$ cat config.mk
export PLATFORM = sky130hd
export DESIGN_NAME = uart_rx
export DESIGN_NICKNAME = d
export VERILOG_FILES = /design/src/rtl/uart_rx.sv
export SDC_FILE = /design/constraint.sdc
export NUM_CORES = 1
export LEC_CHECK = 0
export ABC_AREA = 1
export CORE_MARGIN = 10
export CORE_UTILIZATION = 60
export DETAILED_ROUTE_END_ITERATION = 12
export PLACE_DENSITY = 0.83
export SKIP_CTS_REPAIR_TIMING = 1
export SYNTH_ARGS = -nofsm -noshare
export SYNTH_HDL_FRONTEND = slang
export SYNTH_SLANG_ARGS = --single-unit
export TNS_END_PERCENT = 5
$ cat constraint.sdc
create_clock -name clk -period 3.03 [get_ports clk]
set_input_delay 0.4545 -clock clk [delete_from_list [all_inputs] [get_ports clk]]
set_output_delay 0.4545 -clock clk [all_outputs]
set_load 0.02 [all_outputs]
$ cat src/rtl/uart_rx.sv
`timescale 1ns/1ps
// uart_rx -- 8N1 asynchronous serial receiver, LSB first, idle-high line.
//
// Parameters:
//   BAUD       clock cycles per bit period (4 or more)
// Ports:
//   clk        single clock, all logic on the rising edge
//   rst        synchronous active-high reset
//   rx         asynchronous serial input
//   clr        acknowledge: clears valid, frame_err and overrun
//   data       last correctly framed byte
//   valid      data holds an unacknowledged byte
//   frame_err  sticky, a stop bit was sampled low
//   overrun    sticky, a byte completed while valid was still set
//   busy       receiver is not idle (combinational from the state register)

// Cycles per bit for 115200 baud from a 12 MHz clock, matching baudgen.vh.
`ifndef B115200
`define B115200 104
`endif

module uart_rx #(
  parameter int BAUD = `B115200
) (
  input  logic       clk,
  input  logic       rst,
  input  logic       rx,
  input  logic       clr,
  output logic [7:0] data,
  output logic       valid,
  output logic       frame_err,
  output logic       overrun,
  output logic       busy
);

  localparam int CW = (BAUD > 1) ? $clog2(BAUD) : 1;
  // IDLE loads the half-bit value so the start-bit sample lands mid-bit;
  // afterwards every sample is one full bit period after the previous one.
  localparam logic [CW-1:0] HALF_LOAD = CW'(BAUD / 2);
  localparam logic [CW-1:0] FULL_LOAD = CW'(BAUD - 1);

  typedef enum logic [1:0] {
    IDLE  = 2'd0,
    START = 2'd1,
    DATA  = 2'd2,
    STOP  = 2'd3
  } state_e;

  logic          sync1_q;
  logic          rxs_q;
  state_e        state_q, state_d;
  logic [CW-1:0] cnt_q, cnt_d;
  logic [2:0]    bit_q, bit_d;
  logic [7:0]    shift_q, shift_d;
  // Set while parked in STOP after a low stop bit, waiting for the line to
  // return high so a long break is not mistaken for a new start bit.
  logic          brk_q, brk_d;
  logic [7:0]    data_q, data_d;
  logic          valid_q, valid_d;
  logic          ferr_q, ferr_d;
  logic          ovr_q, ovr_d;

  always_comb begin
    state_d = state_q;
    cnt_d   = cnt_q;
    bit_d   = bit_q;
    shift_d = shift_q;
    brk_d   = brk_q;
    data_d  = data_q;
    // clr clears the flags unless a frame event below overrides them.
    valid_d = valid_q & ~clr;
    ferr_d  = ferr_q & ~clr;
    ovr_d   = ovr_q & ~clr;

    case (state_q)
      IDLE: begin
        if (!rxs_q) begin
          state_d = START;
          cnt_d   = HALF_LOAD;
          bit_d   = 3'd0;
        end
      end

      START: begin
        if (cnt_q == '0) begin
          if (!rxs_q) begin
            state_d = DATA;
            cnt_d   = FULL_LOAD;
          end else begin
            state_d = IDLE;  // glitch: no flag touched
          end
        end else begin
          cnt_d = cnt_q - CW'(1);
        end
      end

      DATA: begin
        if (cnt_q == '0) begin
          shift_d = {rxs_q, shift_q[7:1]};
          cnt_d   = FULL_LOAD;
          // 3-bit index wraps 7->0 exactly on the move to STOP.
          bit_d   = bit_q + 3'd1;
          if (bit_q == 3'd7) begin
            state_d = STOP;
          end
        end else begin
          cnt_d = cnt_q - CW'(1);
        end
      end

      STOP: begin
        if (brk_q) begin
          if (rxs_q) begin
            state_d = IDLE;
            brk_d   = 1'b0;
          end
        end else if (cnt_q == '0) begin
          if (rxs_q) begin
            // A completion beats a simultaneous clr: valid set, overrun
            // only if the previous byte is still unacknowledged.
            data_d  = shift_q;
            valid_d = 1'b1;
            ovr_d   = (ovr_q | valid_q) & ~clr;
            state_d = IDLE;
          end else begin
            ferr_d = 1'b1;
            brk_d  = 1'b1;
          end
        end else begin
          cnt_d = cnt_q - CW'(1);
        end
      end

      default: begin
        state_d = IDLE;
      end
    endcase
  end

  always_ff @(posedge clk) begin
    if (rst) begin
      sync1_q <= 1'b1;
      rxs_q   <= 1'b1;
      state_q <= IDLE;
      cnt_q   <= '0;
      bit_q   <= '0;
      shift_q <= '0;
      brk_q   <= 1'b0;
      data_q  <= '0;
      valid_q <= 1'b0;
      ferr_q  <= 1'b0;
      ovr_q   <= 1'b0;
    end else begin
      sync1_q <= rx;
      rxs_q   <= sync1_q;
      state_q <= state_d;
      cnt_q   <= cnt_d;
      bit_q   <= bit_d;
      shift_q <= shift_d;
      brk_q   <= brk_d;
      data_q  <= data_d;
      valid_q <= valid_d;
      ferr_q  <= ferr_d;
      ovr_q   <= ovr_d;
    end
  end

  assign data      = data_q;
  assign valid     = valid_q;
  assign frame_err = ferr_q;
  assign overrun   = ovr_q;
  assign busy      = (state_q != IDLE);

endmodule

After elaboration in Yosys (flattened, before gate mapping)
Index checks and enable logic that the tools add are counted.
- output and inout bits: 12
- bits in latches: 0
- input port bits: 4
- bits in writable memories: 0
- memories: 0
- word-level logic and storage cells: 75
- register bits after elaboration: 34
- ROM bits: 0
- bitwise logic cells: 7
- div/mod/pow operators: 0
- multiply operators: 0
- reductions and logical operators: 9
- muxes and demuxes: 34
- shift-type cells: 0
- $add $sub $neg: 2
- magnitude comparators: 0
- equal/unequal tests: 12
- operators by type and width (kind ; number):
    two-way mux 7 bit ; 6
    one-hot mux 7 bit (4 select lines) ; 1
    two-way mux 2 bit ; 8
    two-way mux 1 bit ; 15
    inequality test 2 bit, second input constant ; 6
    one-hot mux 2 bit (4 select lines) ; 1
    AND reduction 4 bit ; 2
    logical NOT 7 bit ; 1
    subtractor 7 x 1 -> 7 bit, second input constant ; 1
    two-way mux 3 bit ; 2
    inequality test 3 bit, second input constant ; 2
    one-hot mux 3 bit (2 select lines) ; 1
    AND reduction 5 bit ; 1
    bitwise AND 1 bit ; 4
    == test 2 bit, second input constant ; 2
    nonzero test 2 bit ; 2
    adder 3 x 1 -> 3 bit, second input constant ; 1
    == test 3 bit, second input constant ; 1
    AND reduction 3 bit ; 1
    == test 2 x 1 -> 1 bit, second input constant ; 1
    logical NOT 2 bit ; 1
    NOT 1 bit ; 2
    AND reduction 2 bit ; 1
    OR 1 bit ; 1

Depth between registers and ports, before layout
- depth after elaboration: 6
- mapped depth: 12
- gate-level depth less buffers: 11

Least setup slack after synthesis
Ideal clock, no wire load.
- path type: register to register
- start: reg cnt_q[0]
- end: reg data_q[0] (netlist: data[0])
- library setup time: 0.116 ns
- data arrival time: 1.475 ns
- buffers on the path: 0
- stages on the path, launching flop included: 10
- path slack: 1.439 ns
- clock period less this slack: 1.591 ns
- required time: 2.914 ns
- path through: dfxtp_1 -> inv_1 -> ha_1 -> inv_1 -> nor2_1 -> nand3_4 -> nor3_4 -> inv_2 -> nor2_1 -> nor2_1
- cells in the longest elaborated chain, start to end: 2
- RTL lines (item ; line ; text):
    start: declaration ; 52 ; logic [CW-1:0] cnt_q, cnt_d;
    start signal: assignment ; 157 ; cnt_q <= cnt_d;
    logical NOT 7 bit ; 117 ; end else if (cnt_q == '0) begin
    AND reduction 4 bit (no line) ; -- ;
    end signal: assignment ; 161 ; data_q <= data_d;
    end: declaration ; 58 ; logic [7:0] data_q, data_d;
Every way passes these cells.
A chain may end at the register's enable or synchronous reset.

Worst setup path in the final report
- start: reg state_q[0]
- end: out busy
- cells in the longest elaborated chain, start to end: 1
- RTL lines (item ; line ; text):
    start: declaration ; 51 ; state_e state_q, state_d;
    start signal: assignment ; 156 ; state_q <= state_d;
    nonzero test 2 bit ; 172 ; assign busy = (state_q != IDLE);
    end: declaration ; 33 ; output logic busy
Every way passes these cells.

==> run_results.csv <==
group,metric,value,unit
status,status,"complete, no violations",
clock_tree,clockBufferDepth,2,
hold_path,hp-class,"reg2reg",
worst_setup_path,crit_chain,"inv_1, ha_1, inv_1, clkdlybuf4s50_1",
worst_setup_path,criticalPathCategory,"reg2out",
worst_setup_path,rr_endpoint,"data[6]",
routing,avgRoutedWirePerCell,11.46,um
finish,final_nets,278,
finish,fill_cells,239,
timing,layout_worst_path_cycle_share,72.14,%
routing,ant_nets,0,
worst_setup_path,startpoint_type,"register",
timing,drv_slew,0,
worst_setup_path,reg2reg_depth,9,
worst_setup_path,critPathMaxStageDelay,0.60,ns
timing,setup_tns,0,ns
timing,fmax,0.4575,GHz
clock_tree,clock-sinks,34,
timing,grt_setup_unrepaired,"no",
timing,skew,0.009435,ns
routing,drc,0,
finish,diodes,0,
routing,vias,1537,
synth,ys_seq_area_share,39.42,%
global_route,grt_pass1_wl,6016,um
synth,synth.avg_cell_area,6.991,um^2
placement,gp_congestion,0.8598,
hold_path,hold_start,"sync1_q",
synth,synth_warnings,0,
worst_setup_path,cp_max_fo,6,
finish,finalCoreUtilization,70.92,%
floorplan,ios,16,
worst_setup_path,cp_top_family,"buffers and inverters",
clock_tree,cts_tree,"yes",
routing,drt-initial-drc-count,118,
clock_tree,htree_levels,2,
synth,synth-seq-cells,34,
clock_tree,cts_buffers,5,
worst_setup_path,worst_path_most_repeated_cell,"inv_1",
hold_path,worstHoldPathCells,1,
timing,finalSetupViolations,0,
synth,syn_area,1727,um^2
synth,synthCells,247,
global_route,grt.total_usage,13.49,%
job,drv_cap,0,
power_and_ir_drop,max-vdd-ir-drop,0.0007351,V
global_route,antenna_found_initial,0,
worst_setup_path,reg2reg_slack,1.07,ns
hold_path,min_to,"rxs_q",
clock_tree,clkLatencyLatePin,0.33,ns
finish,layout-drive-gt1-share,8.271,%
global_route,grt_max_degree,27,
global_route,grt_overflow,0,
routing,wl,3405,um
clock_tree,root_buffer,"clkbuf_4",
floorplan,core.rowCount,19,
timing,finalCriticalPeriod,2.186,ns
worst_setup_path,worstPathRequired,2.58,ns
timing,worstMarginPinSlew,0.6672,ns
floorplan,die_area,5424,um^2
finish,area_growth,13.26,%
routing,viasPerCell,5.175,
timing,layout_setup_ws,0.8442,ns
placement,io_buffer_count,15,
clock_tree,path_clk_slew,0.10,ns
worst_setup_path,crit_buf_inv,3,
placement,preCtsSetupSlack,0.9905,ns
timing,timing.final.hold_violations,0,
floorplan,initial_core_util,62.61,%
worst_setup_path,cp.arrival,1.73,ns
floorplan,coreArea,2758,um^2
power_and_ir_drop,p_leak,0.9491,nW
placement,hpwl,2484,um
worst_setup_path,r2r-start,"cnt_q[0]",
timing,hold_ws,0.4056,ns
timing,relSlewSlack,55.47,%
worst_setup_path,crit_path_end_kind,"primary output",
global_route,grt_pass1_vias,1436,
synth,syn_nets,260,
floorplan,fp.dieW,73.65,um
synth,synth.distinct_cells,25,
worst_setup_path,crit_slowest_cell,"clkdlybuf4s50_1",
power_and_ir_drop,powerDensity,908.7,nW/um^2
floorplan,die_h,73.65,um
routing,firstDrtPassIters,4,
layer usage:
metal / routed length (um) / global-route usage (%)
met5: 0 / 0
met4: 23 / 3.934
met3: 188 / 5.922
met2: 1500 / 21.02
met1: 1692 / 16.36
cells in the mapped netlist (all sizes together):
cell type	number	area (um^2)
o22ai	2	12.51
or2	2	12.51
clkbuf	2	7.510
o41ai	1	8.760
ha	9	112.6
dfxtp	34	680.7
inv	33	123.9
xnor2	1	8.760
nor2	56	235.2
a211oi	1	7.510
buf	2	16.26
o21ai	20	100.1
nand2	53	198.9
nor3	4	31.28
nand4	3	18.77
nand3	16	107.6
a21oi	8	43.79
final cells by class:
| class | count | area (um^2) | share of cell area, % |
|---|---|---|---|
| clock buffers | 6 | 51.30 | 2.623 |
| clock inverters | 2 | 12.51 | 0.6398 |
| inverters | 33 | 123.9 | 6.334 |
| multi-input cells | 176 | 898.4 | 45.94 |
| flip-flops and latches | 34 | 680.7 | 34.80 |
| well taps | 31 | 38.79 | 1.983 |
| repair buffers | 15 | 150.1 | 7.678 |
cell families after synthesis:
group	Yosys count	synth area share [%]
AOI/OAI and AO/OA	32	10.00
adders and majority gates	9	6.522
DFF	34	39.42
buffers and inverters	37	8.551
and+or+nand+nor	134	35.00
xor gates and xnor gates	1	0.5073
report_power, final:
| group | switching (mW) | leakage [nW] | internal, mW |
|---|---|---|---|
| combinational | 0.579 | 0.638 | 0.320 |
| sequential | 0.0784 | 0.277 | 0.537 |
| clock | 0.152 | 0.0343 | 0.111 |
per-stage QoR:
stage / total power [mW] / cells / instance area [um^2]
after floorplan: 1.362 / 247 / 1727
after global placement: 1.506 / 289 / 1892
after detailed placement: 1.525 / 289 / 1892
after CTS: 1.791 / 297 / 1956
after global routing: 1.954 / 297 / 1956
final: 1.777 / 297 / 1956
layout by cell type (no fill, tap or decap), types with 5 or more instances in the layout:
cell type / n
clkbuf_4: 5
inv_1: 31
ha_1: 9
nand3_1: 12
nor2_1: 52
dfxtp_1: 34
nand2_1: 53
o21ai_0: 20
clkdlybuf4s50_1: 15
a21oi_1: 7
how the worst max path moves through the flow:
stage | start | end | cells after the start
final | state_q[0] | busy | 4
after global routing | state_q[0] | busy | 4
after CTS | state_q[0] | busy | 4
after detailed placement | rst | state_q[0] | 4
after global placement | rst | state_q[0] | 4
after floorplan | cnt_q[0] | data[0] | 9
state kept, by name (all words and copies together), names as in the netlist, named ones only:
name	cells
bit_q	3
brk_q	1
cnt_q	7
data	8
frame_err	1
overrun	1
rxs_q	1
shift_q	8
state_q	1
sync1_q	1
valid	1
(Power assumes the default switching activity.)
